===== src/rtl/alu_logical_pkg.sv =====
// alu_logical_pkg: opcodes, FSM states and control-word layout for the alu_logical sequencer
package alu_logical_pkg;
   localparam logic [2:0] OP_PASSA = 3'd0;
   localparam logic [2:0] OP_AND   = 3'd1;
   localparam logic [2:0] OP_OR    = 3'd2;
   localparam logic [2:0] OP_NAND  = 3'd3;
   localparam logic [2:0] OP_NOR   = 3'd4;
   localparam logic [2:0] OP_XOR   = 3'd5;
   localparam logic [2:0] OP_XNOR  = 3'd6;
   localparam logic [2:0] OP_CLR   = 3'd7;
   typedef enum logic [2:0] {IDLE, P1, P2, P3, DONE} state_e;
   localparam int CW_ANDL = 3;
   localparam int CW_ORL  = 2;
   localparam int CW_ZERO = 1;
   localparam int CW_INV  = 0;
   localparam logic [3:0] CW_NONE = 4'b0000;
   localparam logic [3:0] CW_AND  = 4'b1000;
   localparam logic [3:0] CW_OR   = 4'b0100;
   localparam logic [3:0] CW_CLR  = 4'b0010;
   localparam logic [3:0] CW_NOT  = 4'b0001;
   function automatic logic is_composite(input logic [2:0] op);
      return op == OP_XOR || op == OP_XNOR;
   endfunction
endpackage


===== src/rtl/alu_logical_seq_decode.sv =====
// alu_logical_seq_decode: (op, pass) to control word and operand-source select
module alu_logical_seq_decode
   import alu_logical_pkg::*;
(
   input  logic [2:0] op_i,
   input  state_e     state_i,
   output logic [3:0] cw_o,
   output logic       sel_t_o
);
   logic [3:0] single;
   logic       comp;
   always_comb begin
      comp   = is_composite(op_i);
      single = op_i == OP_AND  ? CW_AND :
               op_i == OP_OR   ? CW_OR :
               op_i == OP_NAND ? (CW_AND | CW_NOT) :
               op_i == OP_NOR  ? (CW_OR | CW_NOT) :
               op_i == OP_CLR  ? CW_CLR : CW_NONE;
      // XOR = (a|b) & ~(a&b); XNOR inverts the final pass
      cw_o    = state_i == P1 ? (comp ? CW_OR : single) :
                state_i == P2 ? (CW_AND | CW_NOT) :
                state_i == P3 ? (CW_AND | (op_i == OP_XNOR ? CW_NOT : CW_NONE)) : CW_NONE;
      sel_t_o = state_i == P3;
   end
endmodule


===== src/rtl/alu_logical_seq.sv =====
// alu_logical_seq: handshake sequencer issuing single and multi-pass ops through alu_logical
module alu_logical_seq
   import alu_logical_pkg::*;
#(
   parameter int WIDTH = 8
) (
   input  logic             clk,
   input  logic             rst,
   input  logic             in_valid,
   output logic             in_ready,
   input  logic [2:0]       in_op,
   input  logic [WIDTH-1:0] in_a,
   input  logic [WIDTH-1:0] in_b,
   output logic [WIDTH-1:0] alu_a,
   output logic [WIDTH-1:0] alu_b,
   output logic             alu_andl,
   output logic             alu_orl,
   output logic             alu_zero,
   output logic             alu_inv,
   input  logic [WIDTH-1:0] alu_f,
   output logic             out_valid,
   input  logic             out_ready,
   output logic [WIDTH-1:0] out_f,
   output logic             out_zf,
   output logic             out_nf
);
   state_e           state_q, state_d;
   logic [2:0]       op_q, op_d;
   logic [WIDTH-1:0] a_q, a_d, b_q, b_d, t1_q, t1_d, t2_q, t2_d, f_q, f_d;
   logic             zf_q, zf_d, nf_q, nf_d;
   logic [3:0]       cw;
   logic             sel_t, active, last;

   alu_logical_seq_decode u_dec (
      .op_i   (op_q),
      .state_i(state_q),
      .cw_o   (cw),
      .sel_t_o(sel_t)
   );

   assign active    = state_q == P1 || state_q == P2 || state_q == P3;
   assign last      = state_q == P3 || (state_q == P1 && !is_composite(op_q));
   assign alu_a     = !active ? '0 : sel_t ? t1_q : a_q;
   assign alu_b     = !active ? '0 : sel_t ? t2_q : b_q;
   assign alu_andl  = cw[CW_ANDL];
   assign alu_orl   = cw[CW_ORL];
   assign alu_zero  = cw[CW_ZERO];
   assign alu_inv   = cw[CW_INV];
   assign in_ready  = state_q == IDLE;
   assign out_valid = state_q == DONE;
   assign out_f     = f_q;
   assign out_zf    = zf_q;
   assign out_nf    = nf_q;

   always_comb begin
      state_d = state_q;
      op_d    = op_q;
      a_d     = a_q;
      b_d     = b_q;
      t1_d    = t1_q;
      t2_d    = t2_q;
      f_d     = f_q;
      zf_d    = zf_q;
      nf_d    = nf_q;
      case (state_q)
         IDLE: if (in_valid) begin
            state_d = P1;
            op_d    = in_op;
            a_d     = in_a;
            b_d     = in_b;
         end
         P1: begin
            state_d = is_composite(op_q) ? P2 : DONE;
            t1_d    = is_composite(op_q) ? alu_f : t1_q;
         end
         P2: begin
            state_d = P3;
            t2_d    = alu_f;
         end
         P3:   state_d = DONE;
         DONE: state_d = out_ready ? IDLE : DONE;
         default: state_d = IDLE;
      endcase
      if (last) begin
         f_d  = alu_f;
         zf_d = ~|alu_f;
         nf_d = alu_f[WIDTH-1];
      end
   end

   always_ff @(posedge clk) begin
      if (rst) begin
         state_q <= IDLE;
         op_q    <= '0;
         a_q     <= '0;
         b_q     <= '0;
         t1_q    <= '0;
         t2_q    <= '0;
         f_q     <= '0;
         zf_q    <= 1'b0;
         nf_q    <= 1'b0;
      end else begin
         state_q <= state_d;
         op_q    <= op_d;
         a_q     <= a_d;
         b_q     <= b_d;
         t1_q    <= t1_d;
         t2_q    <= t2_d;
         f_q     <= f_d;
         zf_q    <= zf_d;
         nf_q    <= nf_d;
      end
   end
endmodule


===== config.mk =====
export PLATFORM = sky130hd
export DESIGN_NAME = alu_logical_seq
export DESIGN_NICKNAME = d
export VERILOG_FILES = /design/src/rtl/alu_logical_pkg.sv /design/src/rtl/alu_logical_seq_decode.sv /design/src/rtl/alu_logical_seq.sv
export SDC_FILE = /design/constraint.sdc
export NUM_CORES = 1
export LEC_CHECK = 0
export CAP_MARGIN = 15
export CORE_ASPECT_RATIO = 0.75
export CORE_MARGIN = 3
export CORE_UTILIZATION = 30
export CTS_CLUSTER_SIZE = 20
export DETAILED_ROUTE_END_ITERATION = 8
export REMOVE_ABC_BUFFERS = 1
export SLEW_MARGIN = 20
export SYNTH_ARGS = -nofsm -noshare
export SYNTH_HDL_FRONTEND = slang
export SYNTH_HIERARCHICAL = 1
export SYNTH_SLANG_ARGS = --single-unit

===== constraint.sdc =====
create_clock -name clk -period 3 [get_ports clk]
set_input_delay 0.6 -clock clk [delete_from_list [all_inputs] [get_ports clk]]
set_output_delay 0.6 -clock clk [all_outputs]
set_load 0.03 [all_outputs]

Word level (Yosys, flattened, before mapping)

Index checks and enable logic that the tools add are counted.
Widths: inputs -> output; s select.

Equal/unequal tests: 12
Multiplexer cells: 18
Reductions and logical operators: 11

Operator list:

| kind               | number |
|---|---|
| $mux 4             | 8 |
| $mux 8             | 4 |
| $eq 3x3->1 const B | 5 |
| $pmux 3 s5         | 1 |
| $eq 3x2->1 const B | 4 |
| $mux 3             | 3 |
| $reduce_or 8->1    | 1 |
| $eq 3x1->1 const B | 2 |
| $logic_or 1x1->1   | 4 |
| $reduce_and 2->1   | 2 |
| $logic_not 3->1    | 1 |
| $logic_not 1->1    | 2 |
| $mux 2             | 1 |
| $ne 2x2->1 const B | 1 |
| $logic_and 1x1->1  | 1 |
| $mux 1             | 1 |

Flip-flop bits (word level): 48
Bits of input ports: 31
Output and inout port bits: 32
Logic and storage cells: 50

Longest topological paths before layout

Depth in word-level cells: 8
Gate-level depth with buffers: 6
Gate-level depth less buffers: 4

Cells and area by module

The synthesis kept the hierarchy.

Modules (own cells, without submodules):

| module                 | instances | cells an instance | area an instance (um^2) | seq. area each (um^2) |
|---|---|---|---|---|
| alu_logical_seq        | 1         | 235               | 2,154.6                 | 940.9 |
| alu_logical_seq_decode | 1         | 16                | 92.6                    | 0.0 |

Least setup slack after synthesis

No wires, ideal clock.

Kind: register -> output
Start: register state_q[2]
End: output alu_a[4]
Arrival time: 1.561 ns
Slack: 0.839 ns
Cell stages (with the launch flop): 7
Path through: dfxtp_1 -> nand2b_1 -> nor2_1 -> buf_2 -> buf_2 -> mux2i_1 -> nor2_1

Elaborated cells on any way between the ends: 7

RTL lines:

| what                                       | line                                         | RTL |
|---|---|---|
| from (decl)                                | alu_logical_seq.sv:27                        | `state_e state_q, state_d;` |
| from (signal assigned)                     | alu_logical_seq.sv:103                       | `state_q <= state_d;` |
| $eq 3x2->1 (*)                             | alu_logical_seq_decode.sv:23                 | `sel_t_o = state_i == P3;` |
| net sel_t                                  | alu_logical_seq.sv:32                        | `logic sel_t, active, last;` |
| $mux 8 or $logic_or 1x1->1 (tied branches) | alu_logical_seq.sv:43, alu_logical_seq.sv:41 |  |
| $mux 8 (*)                                 | alu_logical_seq.sv:43                        | `assign alu_a = !active ? '0 : sel_t ? t1_q : a_q;` |
| to (decl)                                  | alu_logical_seq.sv:14                        | `output logic [WIDTH-1:0] alu_a,` |

Mark *: on every way through the listed nets, which the timed path passes. The rest lies on a longest branch.

Worst setup path after layout

Start: register state_q[0]
End: output alu_inv

Cells in the longest elaborated chain, start to end: 4
Elaborated cells on any way between the ends: 6

RTL lines:

| what       | line                         | RTL |
|---|---|---|
| $eq 3x2->1 | alu_logical_seq_decode.sv:22 | `state_i == P3 ? (CW_AND \| (op_i == OP_XNOR ? CW_NOT : CW_NONE)) : CW_NONE;` |
| $mux 4     | alu_logical_seq_decode.sv:22 |  |
| $mux 4     | alu_logical_seq_decode.sv:21 | `state_i == P2 ? (CW_AND \| CW_NOT) :` |
| $mux 4 (*) | alu_logical_seq_decode.sv:20 | `cw_o = state_i == P1 ? (comp ? CW_OR : single) :` |
| to (decl)  | alu_logical_seq.sv:19        | `output logic alu_inv,` |

Mark *: on every way between the ends. The rest lies on a longest branch, timed or not.

==> impl_results.md <==
- Worst relative slew slack: 0.417
- Io pins: 63
- Pin slew with the least headroom to its limit: 0.873 ns
- Die extent in y: 81.0 µm
- Largest net degree at the start of global routing: 23
- Data arrival time of the worst path: 2.20 ns
- Standard cell core area: 0.00703 mm²
- Total Die Area: 0.00858 mm²
- Vias: 1,831
- Detailed Route Iter0 Violations: 49
- Total number of yosys warnings: 6
- Number of nets in the layout: 342
- Start-to-end type of the worst setup path: flop to output port
- Leakage: 1.09 nW
- Routed Wire Length: 5340 µm
- DR WL met3: 270 µm
- Final-layout setup total negative slack: 0 ns
- Fraction of final layout cells sized beyond drive strength 1: 0.0801
- Number of different library cells in the post-synthesis netlist: 32
- Per-cell routed wire length: 13.0 µm
- Launching element type of the critical path: flop
- Register-to-register setup slack: 1.12 ns
- Worst Path Max Fanout: 7
- Smallest hold slack: 0.458 ns
- Cells on worst reg2reg path: 4
- IO Port Bufs: 62
- Count of cells resized by post-cts repair: 0
- Setup repair after global routing missed its margin: false
- Instance count of the mapped netlist: 251
- Hold Crit Start: a_q[7]$_SDFFE_PP0P_
- Achievable clock frequency: 0.357 GHz
- Reg-to-Reg End: out_f[0]$_SDFFE_PP0P_
- Global-route wire length before repair: 8970 µm
- Buffer depth of the longest clock path: 2
- Number of antenna violations at the first check in global routing: 0
- FILL cells: 732
- Part of the Yosys area used for sequential elements: 0.419
- Residual overflow from global routing: 0
- Antenna diodes: 0
- Wire length on met1: 2770 µm
- Sinks on Clock Net: 47
- Post CTS Setup Buffer Count: 0
- Placer congestion estimate: 0.716
- Post-route fraction of the period consumed by the critical path: 0.933
- Final Setup Violations: 0
- Mapped Avg Cell Area: 8.95 µm²
- Cells on Worst Hold Path: 2
- Reg clk slew, reported paths: 0.08 ns
- Number of H-tree branching levels: 2
- Clock buffers created by TritonCTS: 5
- Rows: 26
- Worst min-delay path endpoint: a_q[7]$_SDFFE_PP0P_
- Run status: completed
- Kind of end point of the critical path: output port
- Met2 Routed Length: 2230 µm
- Mapped Area: 0.00225 mm²
- Power density cells: 449 mW/mm²
- Final count of pins violating max slew: 0
- Highest metal layer with signal wires: met4
- Endpoints failing hold: 0
- Worst hold-check path type: flop to flop
- Fin crit period: 2.80 ns
- Residual DRC: 0
- Synthesis-to-layout area growth: 36.1%
- GRT Util Overall: 0.132
- Endpoint required time on the critical path: 2.40 ns
- Cell chosen for the clock root: sky130_fd_sc_hd__clkbuf_8
- Vias in the first global route: 1,796
- DP HPWL: 3910 µm
- Count of hold buffers inserted by post-cts repair: 0
- Pre-Repair DR Iteration Count: 4
- Commonest non-fill, non-tap cell in the layout: sky130_fd_sc_hd__clkdlybuf4s50_1
- Final worst clock skew: 0.00462 ns
- IR drop worst, VDD: 178 µV
- Number of nets with antenna violations after routing: 0
- Clock tree from TritonCTS: done
- Horizontal extent of the die: 106 µm
- Flip-flop and latch count after synthesis: 47
- Number of maximum-capacitance violations: 0
- Top library cells by usage in the layout, fill and taps aside: sky130_fd_sc_hd__clkdlybuf4s50_1 (61), sky130_fd_sc_hd__dfxtp_1 (47), sky130_fd_sc_hd__mux2i_1 (41)
- R2R Path Start: state_q[2]$_SDFFE_PP0P_
- Insertion delay to the later sink of the worst-skew pair: 0.30 ns
- Detailed-route vias per instance: 4.47
- Effective utilization at floorplan: 0.320
how the worst max path moves through the flow:
stage / end / slack, ns / from
detailed placement: alu_inv / 0.53 / state_q[0]$_SDFFE_PP0P_
global route: alu_a[3] / 0.06 / state_q[2]$_SDFFE_PP0P_
global placement: alu_inv / 0.56 / op_q[1]$_SDFFE_PP0P_
floorplan: alu_a[0] / 0.06 / state_q[0]$_SDFFE_PP0P_
CTS: alu_inv / 0.17 / state_q[0]$_SDFFE_PP0P_
finish: alu_inv / 0.20 / state_q[0]$_SDFFE_PP0P_
routing by layer:
layer	up-vias	GRT usage
li1	965	-
met5	-	0
met2	41	0.207
met4	0	0.0466
met3	5	0.0342
met1	820	0.178
cells in the mapped netlist, drive strengths merged:
cell | n | area (µm²)
nor3 | 3 | 15.0
clkbuf | 4 | 15.0
a211oi | 1 | 7.51
nor2 | 27 | 101
nand3b | 1 | 7.51
o21bai | 1 | 11.3
nor4b | 1 | 23.8
a21oi | 19 | 95.1
nand2b | 26 | 163
a211o | 1 | 8.76
or3b | 1 | 8.76
nor4 | 4 | 25.0
or4b | 2 | 23.8
a21boi | 1 | 7.51
o21ai | 1 | 5.00
a21bo | 1 | 10.0
nand3 | 1 | 10.0
and2b | 1 | 10.0
or2b | 2 | 15.0
nor2b | 2 | 12.5
nor3b | 2 | 15.0
dfxtp | 47 | 941
o21a | 1 | 7.51
a31oi | 3 | 18.8
nand2 | 40 | 150
mux2i | 41 | 410
inv | 2 | 7.51
xor2 | 1 | 8.76
buf | 14 | 113
cells by family after synthesis:
family,synth area share
buffers and inverters,0.0601
AO/OA/AOI/OAI,0.0763
multiplexers,0.183
AND/OR/NAND/NOR,0.258
XOR/XNOR,0.00390
flip-flops,0.419
report_power, final:
group | switching, mW | internal, mW | leakage, nW
Sequential | 0.0179 | 0.649 | 0.383
Clock | 0.210 | 0.270 | 0.0612
Combinational | 0.116 | 0.109 | 0.647
state kept, by name, indices dropped and copies added (netlist names):
register  flops
a_q           8
b_q           8
op_q          3
out_f         8
out_zf        1
state_q       3
t1_q          8
t2_q          8
critical path, cell delays in order (launching register included):
cell and delay [ns]:
sky130_fd_sc_hd__dfxtp_1 0.44, sky130_fd_sc_hd__or3b_1 0.37, sky130_fd_sc_hd__a211o_1 0.27, sky130_fd_sc_hd__a31oi_1 0.13
sky130_fd_sc_hd__clkdlybuf4s50_1 0.69
stage by stage:
step / worst slack, ns / power (mW) / instances / area (µm²) / utilization
6_report: 0.200 / 1.37 / 410 / 3060 / 0.435
5_1_grt: 0.0605 / 1.44 / 410 / 3060 / 0.435
4_1_cts: 0.174 / 1.40 / 410 / 3060 / 0.435
3_5_place_dp: 0.528 / 0.911 / 402 / 2940 / 0.418
3_3_place_gp: 0.557 / 0.909 / 402 / 2940 / 0.418
2_1_floorplan: 0.0622 / 0.795 / 233 / 2120 / -
layout make-up:
| type | count | area (µm²) | area share |
|---|---|---|---|
| Multi-Input combinational cell | 184 | 1170 | 0.384 |
| Sequential cell | 47 | 941 | 0.308 |
| Timing Repair Buffer | 71 | 696 | 0.227 |
| Tap cell | 98 | 123 | 0.0401 |
| Clock buffer | 6 | 82.6 | 0.0270 |
| Clock inverter | 2 | 35.0 | 0.0115 |
| Inverter | 2 | 7.51 | 0.00245 |
(Power assumes the default switching activity.)
